==> src/rtl/dmem_arbiter_pkg.sv <==
// Shared types and constants for the data-memory arbiter: FSM states, port ids, alignment mask.
package dmem_arbiter_pkg;

  typedef enum logic [1:0] {
    StIdle  = 2'd0,
    StIssue = 2'd1,
    StRead  = 2'd2
  } arb_state_e;

  localparam logic PortCpu = 1'b0;
  localparam logic PortDbg = 1'b1;

  localparam logic [31:0] AlignMask = 32'h0000_0003;

  // Word access is legal when 4-aligned and the whole word fits in memory.
  function automatic logic addr_legal(input logic [31:0] addr, input int unsigned mem_bytes);
    return ((addr & AlignMask) == 32'h0) && (addr <= 32'(mem_bytes - 4));
  endfunction

endpackage

==> src/rtl/rr_arb2.sv <==
// Two-request arbiter with one-hot grant. Round-robin by default; DMEM_ARB_FIXED_PRIO_EN makes
// port 0 always win ties and removes the pointer register.
module rr_arb2 (
  input  logic       clk,
  input  logic       rst_n,
  input  logic [1:0] req,
  input  logic       grant_en,
  output logic [1:0] grant
);

`ifdef DMEM_ARB_FIXED_PRIO_EN

  logic unused_inputs;
  assign unused_inputs = ^{clk, rst_n, grant_en};

  always_comb begin
    grant = 2'b00;
    if (req[0]) begin
      grant = 2'b01;
    end else if (req[1]) begin
      grant = 2'b10;
    end
  end

`else

  // prio_q = 1 means port 1 wins the next tie.
  logic prio_q;

  always_ff @(posedge clk) begin
    if (!rst_n) begin
      prio_q <= 1'b0;
    end else if (grant_en && (grant != 2'b00)) begin
      prio_q <= grant[0];
    end
  end

  always_comb begin
    grant = req;
    if (req == 2'b11) begin
      grant = prio_q ? 2'b10 : 2'b01;
    end
  end

`endif

endmodule

==> src/rtl/dmem_arbiter.sv <==
// Shares the single-ported data memory between the CPU MEM stage (port 0) and debug/loader
// (port 1). Tie policy selected by DMEM_ARB_FIXED_PRIO_EN (see rr_arb2).
module dmem_arbiter
  import dmem_arbiter_pkg::*;
#(
  parameter int unsigned MEM_BYTES = 32
) (
  input  logic        clk,
  input  logic        rst_n,
  input  logic        p0_req,
  input  logic        p0_we,
  input  logic [31:0] p0_addr,
  input  logic [31:0] p0_wdata,
  output logic        p0_ack,
  output logic        p0_err,
  output logic [31:0] p0_rdata,
  input  logic        p1_req,
  input  logic        p1_we,
  input  logic [31:0] p1_addr,
  input  logic [31:0] p1_wdata,
  output logic        p1_ack,
  output logic        p1_err,
  output logic [31:0] p1_rdata,
  output logic [31:0] mem_address,
  output logic [31:0] mem_write_data,
  output logic        mem_read_enable,
  output logic        mem_write_enable,
  input  logic [31:0] mem_read_data
);

  arb_state_e  state_q, state_d;
  logic        cap_we_q;
  logic        cap_port_q;
  logic [31:0] cap_addr_q;
  logic [31:0] cap_wdata_q;

  logic [1:0]  grant;
  logic        grant_en;
  logic        legal;

  logic        ack;
  logic        err;
  logic [31:0] rdata;
  logic [31:0] addr_out;
  logic [31:0] wdata_out;
  logic        re_out;
  logic        we_out;

  assign grant_en = (state_q == StIdle) && (p0_req || p1_req);
  assign legal    = addr_legal(cap_addr_q, MEM_BYTES);

  rr_arb2 u_arb (
    .clk      (clk),
    .rst_n    (rst_n),
    .req      ({p1_req, p0_req}),
    .grant_en (grant_en),
    .grant    (grant)
  );

  always_ff @(posedge clk) begin
    if (!rst_n) begin
      state_q     <= StIdle;
      cap_we_q    <= 1'b0;
      cap_port_q  <= PortCpu;
      cap_addr_q  <= 32'h0;
      cap_wdata_q <= 32'h0;
    end else begin
      state_q <= state_d;
      if (grant_en) begin
        cap_port_q  <= grant[1] ? PortDbg : PortCpu;
        cap_we_q    <= grant[1] ? p1_we : p0_we;
        cap_addr_q  <= grant[1] ? p1_addr : p0_addr;
        cap_wdata_q <= grant[1] ? p1_wdata : p0_wdata;
      end
    end
  end

  always_comb begin
    state_d   = state_q;
    ack       = 1'b0;
    err       = 1'b0;
    rdata     = 32'h0;
    addr_out  = 32'h0;
    wdata_out = 32'h0;
    re_out    = 1'b0;
    we_out    = 1'b0;
    unique case (state_q)
      StIdle: begin
        if (grant_en) begin
          state_d = StIssue;
        end
      end
      StIssue: begin
        if (legal) begin
          addr_out  = cap_addr_q;
          wdata_out = cap_wdata_q;
          we_out    = cap_we_q;
          re_out    = !cap_we_q;
          if (cap_we_q) begin
            ack     = 1'b1;
            state_d = StIdle;
          end else begin
            state_d = StRead;
          end
        end else begin
          ack     = 1'b1;
          err     = 1'b1;
          state_d = StIdle;
        end
      end
      StRead: begin
        ack     = 1'b1;
        rdata   = mem_read_data;
        state_d = StIdle;
      end
      default: state_d = StIdle;
    endcase
  end

  // Gating with rst_n drops an in-flight transaction: no memory write, no ack.
  assign p0_ack           = rst_n && ack && (cap_port_q == PortCpu);
  assign p1_ack           = rst_n && ack && (cap_port_q == PortDbg);
  assign p0_err           = p0_ack && err;
  assign p1_err           = p1_ack && err;
  assign p0_rdata         = p0_ack ? rdata : 32'h0;
  assign p1_rdata         = p1_ack ? rdata : 32'h0;
  assign mem_address      = rst_n ? addr_out : 32'h0;
  assign mem_write_data   = rst_n ? wdata_out : 32'h0;
  assign mem_read_enable  = rst_n && re_out;
  assign mem_write_enable = rst_n && we_out;

endmodule
==> config.mk <==
export PLATFORM = sky130hd
export DESIGN_NAME = dmem_arbiter
export DESIGN_NICKNAME = d
export VERILOG_FILES = /design/src/rtl/dmem_arbiter_pkg.sv /design/src/rtl/rr_arb2.sv /design/src/rtl/dmem_arbiter.sv
export SDC_FILE = /design/constraint.sdc
export NUM_CORES = 1
export LEC_CHECK = 0
export CORE_AREA = 2 2 118 120
export DETAILED_ROUTE_END_ITERATION = 16
export DIE_AREA = 0 0 120 122
export GPL_ROUTABILITY_DRIVEN = 0
export PLACE_DENSITY_LB_ADDON = 0.08
export SETUP_SLACK_MARGIN = 0.1
export SYNTH_ARGS = -nofsm -noshare
export SYNTH_HDL_FRONTEND = slang
export SYNTH_HIERARCHICAL = 1
export SYNTH_SLANG_ARGS = --single-unit
==> constraint.sdc <==
create_clock -name clk -period 3.7 [get_ports clk]
set_input_delay 0.74 -clock clk [delete_from_list [all_inputs] [get_ports clk]]
set_output_delay 0.74 -clock clk [all_outputs]
set_load 0.02 [all_outputs]
Word level (Yosys, flattened, before mapping)
Cells that the tools add are included.
- magnitude comparators: 1
- equal/unequal tests: 4
- bitwise gates (word level): 1
- div/mod/pow operators: 0
- multipliers: 0
- muxes and demuxes: 28
- shifts and indexed selects: 0
- reduce and logical (&&, ||, !) cells: 15
- add/subtract/negate cells: 0
- operator list (cell ; count):
    2-to-1 mux 32 bit ; 11
    less-or-equal comparator 32 x 5 -> 1 bit, second input constant ; 1
    logical NOT 32 bit ; 1
    logical AND 1 bit ; 10
    2-to-1 mux 1 bit ; 10
    2-to-1 mux 2 bit ; 5
    equality test 2 bit, second input constant ; 2
    case mux 2 bit (2 select lines) ; 1
    equality test 2 x 1 -> 1 bit, second input constant ; 1
    logical NOT 2 bit ; 1
    != test 2 x 1 -> 1 bit, second input constant ; 1
    case mux 1 bit (2 select lines) ; 1
    nonzero test 2 bit ; 1
    logical NOT 1 bit ; 1
    logical OR 1 bit ; 1
    inverter 1 bit ; 1
- memories kept: 0
- bits in latches: 0
- RAM bits: 0
- flip-flop bits (word level): 69
- ROM bits: 0

Depth between registers and ports, before layout
Gate-level depths: netlist of the first run.
- depth after elaboration: 7
- mapped depth: 8

Cells and area by module
The synthesis of the first run kept the hierarchy.
- by module, submodules not included (module ; area each (um^2) ; cells each ; times used):
    dmem_arbiter ; 4251.6 ; 481 ; 1
    rr_arb2 ; 61.3 ; 7 ; 1

Worst setup path before layout of the first run
No wires, ideal clock.
- kind: in2out
- start: input rst_n
- end: output p0_rdata[10]
- stages: 6
- data arrival time: 1863 ps
- data required time: 2960 ps
- path slack: 1097 ps
- cell sequence: clkbuf_1 > and2_0 > nand2_1 > nor2_1 > clkbuf_1 > and2_1
- cells in the longest elaborated chain, start to end: 3
- RTL lines (element ; RTL line ; RTL):
    start, declared ; dmem_arbiter.sv:9 ; input logic rst_n,
    logical AND 1 bit (2 in series) ; dmem_arbiter.sv:121 ; assign p0_ack = rst_n && ack && (cap_port_q == PortCpu);
    2-to-1 mux 32 bit ; dmem_arbiter.sv:125 ; assign p0_rdata = p0_ack ? rdata : 32'h0;
    end, declared ; dmem_arbiter.sv:16 ; output logic [31:0] p0_rdata,
Every way passes these cells.

Worst setup path in the final report of the first run
- start: register cap_addr_q[19]
- end: output mem_read_enable
- cells in the longest elaborated chain, start to end: 5
- RTL lines (element ; RTL line ; RTL):
    start, declared ; dmem_arbiter.sv:34 ; logic [31:0] cap_addr_q;
    start signal, assigned ; dmem_arbiter.sv:72 ; cap_addr_q <= grant[1] ? p1_addr : p0_addr;
    less-or-equal comparator 32 x 5 -> 1 bit ; dmem_arbiter_pkg.sv:17 ; return ((addr & AlignMask) == 32'h0) && (addr <= 32'(mem_bytes - 4));
    logical AND 1 bit ; dmem_arbiter_pkg.sv:17 ;
    2-to-1 mux 1 bit ; dmem_arbiter.sv:94 ; if (legal) begin
    2-to-1 mux 1 bit ; dmem_arbiter.sv:87 ; unique case (state_q)
    logical AND 1 bit ; dmem_arbiter.sv:129 ; assign mem_read_enable = rst_n && re_out;
    end, declared ; dmem_arbiter.sv:26 ; output logic mem_read_enable,
Every way passes these cells.

==> impl_metrics.prom, run 1 <==
# TYPE chip_impl_metric gauge
chip_impl_info{name="status",value="completed"} 1
chip_impl_metric{name="post_cts_hold_buffer_count",unit=""} 0
chip_impl_metric{name="layout_worst_path_cycle_share",unit=""} 0.902
chip_impl_metric{name="n_antenna_cell",unit=""} 0
chip_impl_metric{name="path_clk_slew",unit="ps"} 50
chip_impl_metric{name="leakage",unit="nW"} 3.42
chip_impl_metric{name="final_hold_viol_count",unit=""} 0
chip_impl_metric{name="drt_iter0_drc",unit=""} 87
chip_impl_metric{name="drt_wl_total",unit="um"} 13400
chip_impl_metric{name="arrival",unit="ps"} 2600
chip_impl_info{name="setup.worst_path.class",value="register to output pin"} 1
chip_impl_metric{name="synthCells",unit=""} 487
chip_impl_metric{name="track_usage",unit=""} 0.176
chip_impl_metric{name="drc",unit=""} 0
chip_impl_metric{name="routed_via_density",unit=""} 4.54
chip_impl_info{name="timing.critical_path.to_type",value="output pin"} 1
chip_impl_info{name="holdCritPathClass",value="register to register"} 1
chip_impl_metric{name="crit_required",unit="ps"} 2960
chip_impl_metric{name="cts_setup_buffers",unit=""} 0
chip_impl_metric{name="tightestPinTransition",unit="ps"} 602
chip_impl_metric{name="grt_first_pass_wirelength",unit="um"} 20500
chip_impl_metric{name="slowest_delay",unit="ps"} 620
chip_impl_info{name="tritoncts",value="yes"} 1
chip_impl_metric{name="timing.max_slew.rel_slack",unit=""} 0.599
chip_impl_metric{name="design.die.area",unit="sq um"} 14600
chip_impl_metric{name="totalNegativeSetupSlack",unit="ps"} 0
chip_impl_metric{name="timing.hold.ws",unit="ps"} 488
chip_impl_metric{name="clk_latency",unit="ps"} 320
chip_impl_metric{name="post_cts_resize_count",unit=""} 0
chip_impl_metric{name="setup_viol",unit=""} 0
chip_impl_info{name="rsz0062_at_grt",value="false"} 1
chip_impl_metric{name="grt_start_max_net_pins",unit=""} 67
chip_impl_metric{name="detailedRoute.firstPassIterationCount",unit=""} 4
chip_impl_info{name="regToRegStartpoint",value="state_q[0]"} 1
chip_impl_metric{name="worst-path-max-fanout",unit=""} 38
chip_impl_metric{name="fmax",unit="MHz"} 300
chip_impl_metric{name="synth.avg_cell_area",unit="sq um"} 8.84
chip_impl_metric{name="globalRoute.totalOverflow",unit=""} 0
chip_impl_metric{name="design.final.nets",unit=""} 904
chip_impl_metric{name="finalMaxSlewViolations",unit=""} 0
chip_impl_metric{name="floorplan.rows",unit=""} 43
chip_impl_metric{name="worstPathBufferInverterCount",unit=""} 2
chip_impl_metric{name="synthesis.area",unit="sq um"} 4310
chip_impl_metric{name="die_width",unit="um"} 120
chip_impl_metric{name="die_h",unit="um"} 122
chip_impl_info{name="worstSetupStartpoint",value="cap_addr_q[19]"} 1
chip_impl_metric{name="clock-skew-final",unit="ps"} 3.50
chip_impl_metric{name="antenna_found_initial",unit=""} 0
chip_impl_metric{name="vias_in_the_first_global_route",unit=""} 4080
chip_impl_metric{name="floorplan.core_area",unit="sq um"} 13500
chip_impl_metric{name="place.port_buffers",unit=""} 270
chip_impl_metric{name="dr_total_vias",unit=""} 4175
chip_impl_metric{name="route.antenna.remaining_nets",unit=""} 0
chip_impl_metric{name="ctsLongestPathBuffers",unit=""} 2
chip_impl_metric{name="yosys_warnings",unit=""} 6
chip_impl_metric{name="area_delta_synth_final",unit="%"} 70.1
chip_impl_metric{name="post_dr_wirelength_cell",unit="um"} 14.5
chip_impl_metric{name="start_util",unit=""} 0.319
chip_impl_metric{name="cts_inserted_buffers",unit=""} 9
chip_impl_metric{name="max-cap-violations",unit=""} 0
chip_impl_metric{name="final.fill_count",unit=""} 1276
chip_impl_info{name="cpMaxStageDelayCell",value="sky130_fd_sc_hd__clkdlybuf4s50_1"} 1
chip_impl_metric{name="post-route-min-period",unit="ps"} 3340
chip_impl_metric{name="io_pins",unit=""} 300
chip_impl_metric{name="p_total",unit="mW"} 2.15
chip_impl_info{name="cts-root-buf",value="sky130_fd_sc_hd__clkbuf_16"} 1
chip_impl_metric{name="htree_num_levels",unit=""} 3
chip_impl_metric{name="power.ir.vdd_worst",unit="mV"} 0.221
chip_impl_info{name="min_from",value="cap_addr_q[4]"} 1
chip_impl_metric{name="power_per_cell_area",unit="nW/um^2"} 293
chip_impl_info{name="critPathLaunchType",value="register"} 1
chip_impl_info{name="timing.critical_path.max_delay_family",value="simple AND/OR/NAND/NOR gates"} 1
chip_impl_info{name="cp_cell_instances",value="nor4_2 -> nand3_1 -> nor4_4 -> buf_4 -> nor2b_1 -> clkdlybuf4s50_1"} 1
chip_impl_metric{name="layout_utilization",unit=""} 0.542
chip_impl_metric{name="detailedPlacementHpwl",unit="um"} 10400
chip_impl_metric{name="drive_above_1_share",unit=""} 0.0419
chip_impl_metric{name="tritoncts_sinks",unit=""} 69
-- worst reg2reg max path: stages (launching register included) --
cell	delay, ps
sky130_fd_sc_hd__dfxtp_1	310
sky130_fd_sc_hd__inv_1	90
sky130_fd_sc_hd__ha_1	200
sky130_fd_sc_hd__nor2b_4	460
sky130_fd_sc_hd__buf_12	320
sky130_fd_sc_hd__nand2_1	120
sky130_fd_sc_hd__o211a_1	140
-- layout by cell type (no fill, tap or decap), drive strengths merged --
| cell type | n |
|---|---|
| nor2b | 3 |
| nor3 | 1 |
| or3 | 1 |
| clkinv | 3 |
| a31o | 1 |
| mux2i | 66 |
| and4b | 1 |
| o22ai | 2 |
| clkinvlp | 1 |
| nand4 | 2 |
| nand4b | 1 |
| o211ai | 1 |
| nand2b | 1 |
| and3 | 1 |
| conb | 29 |
| and2 | 101 |
| clkbuf | 12 |
| buf | 10 |
| dfxtp | 69 |
| o211a | 65 |
| inv | 3 |
| a21boi | 1 |
| nand2 | 70 |
| nor2 | 7 |
| ha | 3 |
| clkdlybuf4s50 | 269 |
| a22o | 1 |
| a21oi | 3 |
| nor4 | 10 |
| nand3 | 2 |
-- through the flow --
stage | cells | instance area [sq um] | worst slack, ps
2_1_floorplan | 515 | 4410 | 1100
3_3_place_gp | 904 | 7050 | 547
3_5_place_dp | 904 | 7050 | 529
4_1_cts | 920 | 7320 | 247
5_1_grt | 920 | 7320 | 117
6_report | 920 | 7320 | 362
-- sequential cells by signal, summed over array words and instances, names as in the netlist --
| register | flops |
|---|---|
| cap_wdata_q | 32 |
| cap_port_q | 1 |
| cap_addr_q | 32 |
| cap_we_q | 1 |
| u_arb/prio_q | 1 |
| state_q | 2 |
-- path summary, 6_finish.rpt --
check | cells after the start | endpoint | slack [ps]
hold / removal | 1 | cap_addr_q[4] | 490
setup / recovery | 6 | mem_read_enable | 360
setup reg to reg | 6 | cap_addr_q[7] | 1940
hold reg to reg | 1 | cap_addr_q[4] | 490
-- power by group --
part	switching (mW)	internal, mW	leakage (nW)
sequential	0.0482	0.821	0.574
combinational	0.207	0.289	2.70
clock	0.298	0.486	0.138
-- final cells by class --
cell class | count | area, sq um | area share
inverters | 3 | 11.3 | 0.00154
multi-input cells | 373 | 2640 | 0.360
well taps | 180 | 225 | 0.0307
flip-flops and latches | 69 | 1380 | 0.189
repair buffers | 279 | 2790 | 0.381
clock inverters | 4 | 22.5 | 0.00307
clock buffers | 12 | 256 | 0.0350
-- routing by layer --
layer	routed length (um)	global-route usage	vias up
li1	-	-	2116
met4	227	0.0632	0
met1	5340	0.199	1864
met2	6720	0.317	181
met5	0	0	-
met3	1060	0.0492	14
Note: power is estimated with default switching activity, not from simulation.
==> inputs of run 2 (changes only) <==
--- a/config.mk
+++ b/config.mk
@@ -11,6 +11,7 @@
 export GPL_ROUTABILITY_DRIVEN = 0
 export PLACE_DENSITY_LB_ADDON = 0.08
 export SETUP_SLACK_MARGIN = 0.1
+export SKIP_LAST_GASP = 1
 export SYNTH_ARGS = -nofsm -noshare
 export SYNTH_HDL_FRONTEND = slang
 export SYNTH_HIERARCHICAL = 1
==> results of run 2 <==
Final layout, timing and power as in run 1 (identical DEF).
==> inputs of run 3 (changes only) <==
--- a/config.mk
+++ b/config.mk
@@ -5,14 +5,15 @@
 export SDC_FILE = /design/constraint.sdc
 export NUM_CORES = 1
 export LEC_CHECK = 0
-export CORE_AREA = 2 2 118 120
+export CORE_AREA = 2 2 115 117
 export DETAILED_ROUTE_END_ITERATION = 16
-export DIE_AREA = 0 0 120 122
+export DIE_AREA = 0 0 117 119
 export GPL_ROUTABILITY_DRIVEN = 0
+export HOLD_SLACK_MARGIN = 0.03
 export PLACE_DENSITY_LB_ADDON = 0.08
 export SETUP_SLACK_MARGIN = 0.1
+export SKIP_CTS_REPAIR_TIMING = 1
 export SKIP_LAST_GASP = 1
 export SYNTH_ARGS = -nofsm -noshare
 export SYNTH_HDL_FRONTEND = slang
-export SYNTH_HIERARCHICAL = 1
 export SYNTH_SLANG_ARGS = --single-unit
==> impl_metrics.prom, run 3 <==
# TYPE chip_impl_metric gauge
chip_impl_info{name="status",value="completed"} 1
chip_impl_info{name="min_to",value="cap_wdata_q[31]"} 1
chip_impl_info{name="rsz0062_at_grt",value="false"} 1
chip_impl_metric{name="synthCells",unit=""} 481
chip_impl_info{name="synthTopCellsByArea",value="sky130_fd_sc_hd__dfxtp_1, sky130_fd_sc_hd__mux2i_1, sky130_fd_sc_hd__and2_1"} 1
chip_impl_metric{name="fmax",unit="MHz"} 289
chip_impl_info{name="regToRegStartpoint",value="state_q[0]"} 1
chip_impl_metric{name="n_antenna_cell",unit=""} 0
chip_impl_metric{name="ff2ff_setup_slack",unit="ps"} 1780
chip_impl_metric{name="path_clk_slew",unit="ps"} 60
chip_impl_metric{name="postLayoutCellArea",unit="sq um"} 7160
chip_impl_metric{name="htree_num_levels",unit=""} 3
chip_impl_metric{name="reg2regPathDepth",unit=""} 7
chip_impl_metric{name="routed_via_density",unit=""} 4.58
chip_impl_metric{name="crit_required",unit="ps"} 2960
chip_impl_metric{name="tritoncts_sinks",unit=""} 69
chip_impl_metric{name="globalRoute.totalOverflow",unit=""} 0
chip_impl_info{name="ys_top_cells_by_count",value="sky130_fd_sc_hd__and2_1, sky130_fd_sc_hd__nor2_1, sky130_fd_sc_hd__dfxtp_1, sky130_fd_sc_hd__a211oi_1, sky130_fd_sc_hd__mux2i_1"} 1
chip_impl_metric{name="hold_path_depth",unit=""} 2
chip_impl_metric{name="design.die.area",unit="sq um"} 13900
chip_impl_metric{name="detailedPlacementHpwl",unit="um"} 10300
chip_impl_metric{name="cts_inserted_buffers",unit=""} 9
chip_impl_metric{name="dr_total_vias",unit=""} 4175
chip_impl_metric{name="totalNegativeSetupSlack",unit="ps"} 0
chip_impl_metric{name="timing.max_slew.rel_slack",unit=""} 0.173
chip_impl_metric{name="grt_start_max_net_pins",unit=""} 69
chip_impl_info{name="synth-main-ff-cell",value="sky130_fd_sc_hd__dfxtp_1"} 1
chip_impl_metric{name="drt_iter0_drc",unit=""} 89
chip_impl_metric{name="die_width",unit="um"} 117
chip_impl_info{name="holdCritPathClass",value="register to register"} 1
chip_impl_metric{name="finalMaxSlewViolations",unit=""} 0
chip_impl_metric{name="io_pins",unit=""} 300
chip_impl_metric{name="max-cap-violations",unit=""} 0
chip_impl_metric{name="clock-skew-final",unit="ps"} 9.33
chip_impl_metric{name="final_hold_viol_count",unit=""} 0
chip_impl_metric{name="synth.avg_cell_area",unit="sq um"} 8.56
chip_impl_metric{name="layout_utilization",unit=""} 0.556
chip_impl_metric{name="post-route-min-period",unit="ps"} 3460
chip_impl_metric{name="place_area",unit="sq um"} 6870
chip_impl_metric{name="grt_first_pass_wirelength",unit="um"} 20100
chip_impl_info{name="top_flop_regs",value="cap_addr_q (32), cap_wdata_q (32), state_q (2)"} 1
chip_impl_metric{name="synthesis.area",unit="sq um"} 4120
chip_impl_metric{name="design.final.nets",unit=""} 901
chip_impl_metric{name="setup_viol",unit=""} 0
chip_impl_metric{name="area_delta_synth_final",unit="%"} 74.0
chip_impl_metric{name="drt_wl_total",unit="um"} 13300
chip_impl_metric{name="drc",unit=""} 0
chip_impl_metric{name="arrival",unit="ps"} 2720
chip_impl_metric{name="post_dr_wirelength_cell",unit="um"} 14.6
chip_impl_metric{name="antenna_found_initial",unit=""} 0
chip_impl_info{name="timing.critical_path.to_type",value="output pin"} 1
chip_impl_metric{name="floorplan.core_area",unit="sq um"} 12900
chip_impl_metric{name="yosys_warnings",unit=""} 0
chip_impl_metric{name="power.ir.vdd_worst",unit="mV"} 0.181
chip_impl_metric{name="worst-path-max-fanout",unit=""} 19
chip_impl_metric{name="ys_seq_elements",unit=""} 69
chip_impl_info{name="cts-root-buf",value="sky130_fd_sc_hd__clkbuf_16"} 1
chip_impl_metric{name="detailedRoute.firstPassIterationCount",unit=""} 4
chip_impl_metric{name="number_of_enable_flip_flop_cells_after_synthesis",unit=""} 0
chip_impl_info{name="setup.worst_path.class",value="primary input to output pin"} 1
chip_impl_metric{name="ctsLongestPathBuffers",unit=""} 2
chip_impl_metric{name="power_per_cell_area",unit="nW/um^2"} 304
chip_impl_metric{name="track_usage",unit=""} 0.185
chip_impl_info{name="synthMostInstantiatedCell",value="sky130_fd_sc_hd__and2_1"} 1
chip_impl_info{name="critPathLaunchType",value="primary input"} 1
chip_impl_metric{name="synthDistinctLibCells",unit=""} 32
chip_impl_metric{name="die_h",unit="um"} 119
chip_impl_metric{name="tightestPinTransition",unit="ps"} 1240
chip_impl_metric{name="place.port_buffers",unit=""} 270
chip_impl_metric{name="timing.hold.ws",unit="ps"} 494
chip_impl_metric{name="vias_in_the_first_global_route",unit=""} 4035
chip_impl_metric{name="clk_latency",unit="ps"} 330
chip_impl_metric{name="drive_above_1_share",unit=""} 0.0448
chip_impl_metric{name="route.antenna.remaining_nets",unit=""} 0
chip_impl_metric{name="asyncSetResetFlopFracSynth",unit=""} 0
chip_impl_metric{name="floorplan.rows",unit=""} 42
chip_impl_metric{name="layout_worst_path_cycle_share",unit=""} 0.935
chip_impl_info{name="endpoint_of_the_lowest_slack_register_to_register_path",value="cap_addr_q[4]"} 1
chip_impl_info{name="min_from",value="cap_wdata_q[31]"} 1
chip_impl_info{name="layout_commonest_cell",value="sky130_fd_sc_hd__clkdlybuf4s50_1"} 1
chip_impl_info{name="cell_taking_the_most_area_after_synthesis",value="sky130_fd_sc_hd__dfxtp_1"} 1
chip_impl_info{name="tritoncts",value="yes"} 1
chip_impl_metric{name="leakage",unit="nW"} 3.00
chip_impl_metric{name="start_util",unit=""} 0.320
chip_impl_info{name="final_cell_mix",value="sky130_fd_sc_hd__clkdlybuf4s50_1, sky130_fd_sc_hd__and2_1, sky130_fd_sc_hd__nor2_1, sky130_fd_sc_hd__dfxtp_1, sky130_fd_sc_hd__a211oi_1"} 1
chip_impl_metric{name="yosysSeqAreaShare",unit=""} 0.336
chip_impl_metric{name="synth_top_cell_area_share",unit=""} 0.336
-- run 3: worst max path at each step --
| stage | startpoint | to | slack [ps] |
|---|---|---|---|
| floorplan | rst_n | p0_rdata[10] | 1290 |
| global placement | rst_n | p1_rdata[9] | 260 |
| detailed placement | rst_n | mem_write_data[2] | 230 |
| CTS | rst_n | mem_write_data[10] | 210 |
| global route | rst_n | mem_read_enable | 100 |
| finish | rst_n | mem_write_data[10] | 240 |
-- run 3: cell families after synthesis --
kind of cell,synth area share
other,0.000911
AND/OR/NAND/NOR,0.254
buffers and inverters,0.103
flip-flops,0.336
multiplexers,0.158
AO/OA/AOI/OAI,0.139
adder cells (fa/ha/maj),0.00912
-- run 3: report_power, final --
part	leakage (nW)	switching [mW]	internal (mW)	total [mW]
Sequential	0.574	0.0455	0.821	0.866
Combinational	2.29	0.213	0.265	0.479
Clock	0.135	0.316	0.520	0.836
Total	3.00	0.574	1.61	2.18
-- run 3: worst max-delay path, cell delays in order --
cell,delay [ps]
sky130_fd_sc_hd__clkdlybuf4s50_1,540
sky130_fd_sc_hd__nand3_1,150
sky130_fd_sc_hd__nor4_4,260
sky130_fd_sc_hd__buf_4,260
sky130_fd_sc_hd__and2_1,150
sky130_fd_sc_hd__clkdlybuf4s50_1,610
-- run 3: through the flow --
stage	std cells	power (mW)	worst slack [ps]
after floorplan	509	1.15	1290
after global placement	897	1.36	255
after detailed placement	897	1.37	231
after CTS	912	2.21	214
after global routing	912	2.29	102
final	912	2.18	240
-- run 3: per-layer routing --
metal | vias up | routed length (um) | GRT usage
li1 | 2115 | - | -
met1 | 1878 | 4940 | 0.192
met2 | 168 | 7010 | 0.349
met3 | 14 | 1180 | 0.0595
met4 | 0 | 164 | 0.0507
met5 | - | 0 | 0
-- run 3: cell type report --
cell class              instances  area [sq um]
multi-input cells             368          2440
inverters                       5          18.8
clock buffers                  10           229
flip-flops and latches         69          1380
repair buffers                279          2810
fillers                      1198          5710
well taps                     176           220
clock inverters                 5          62.6
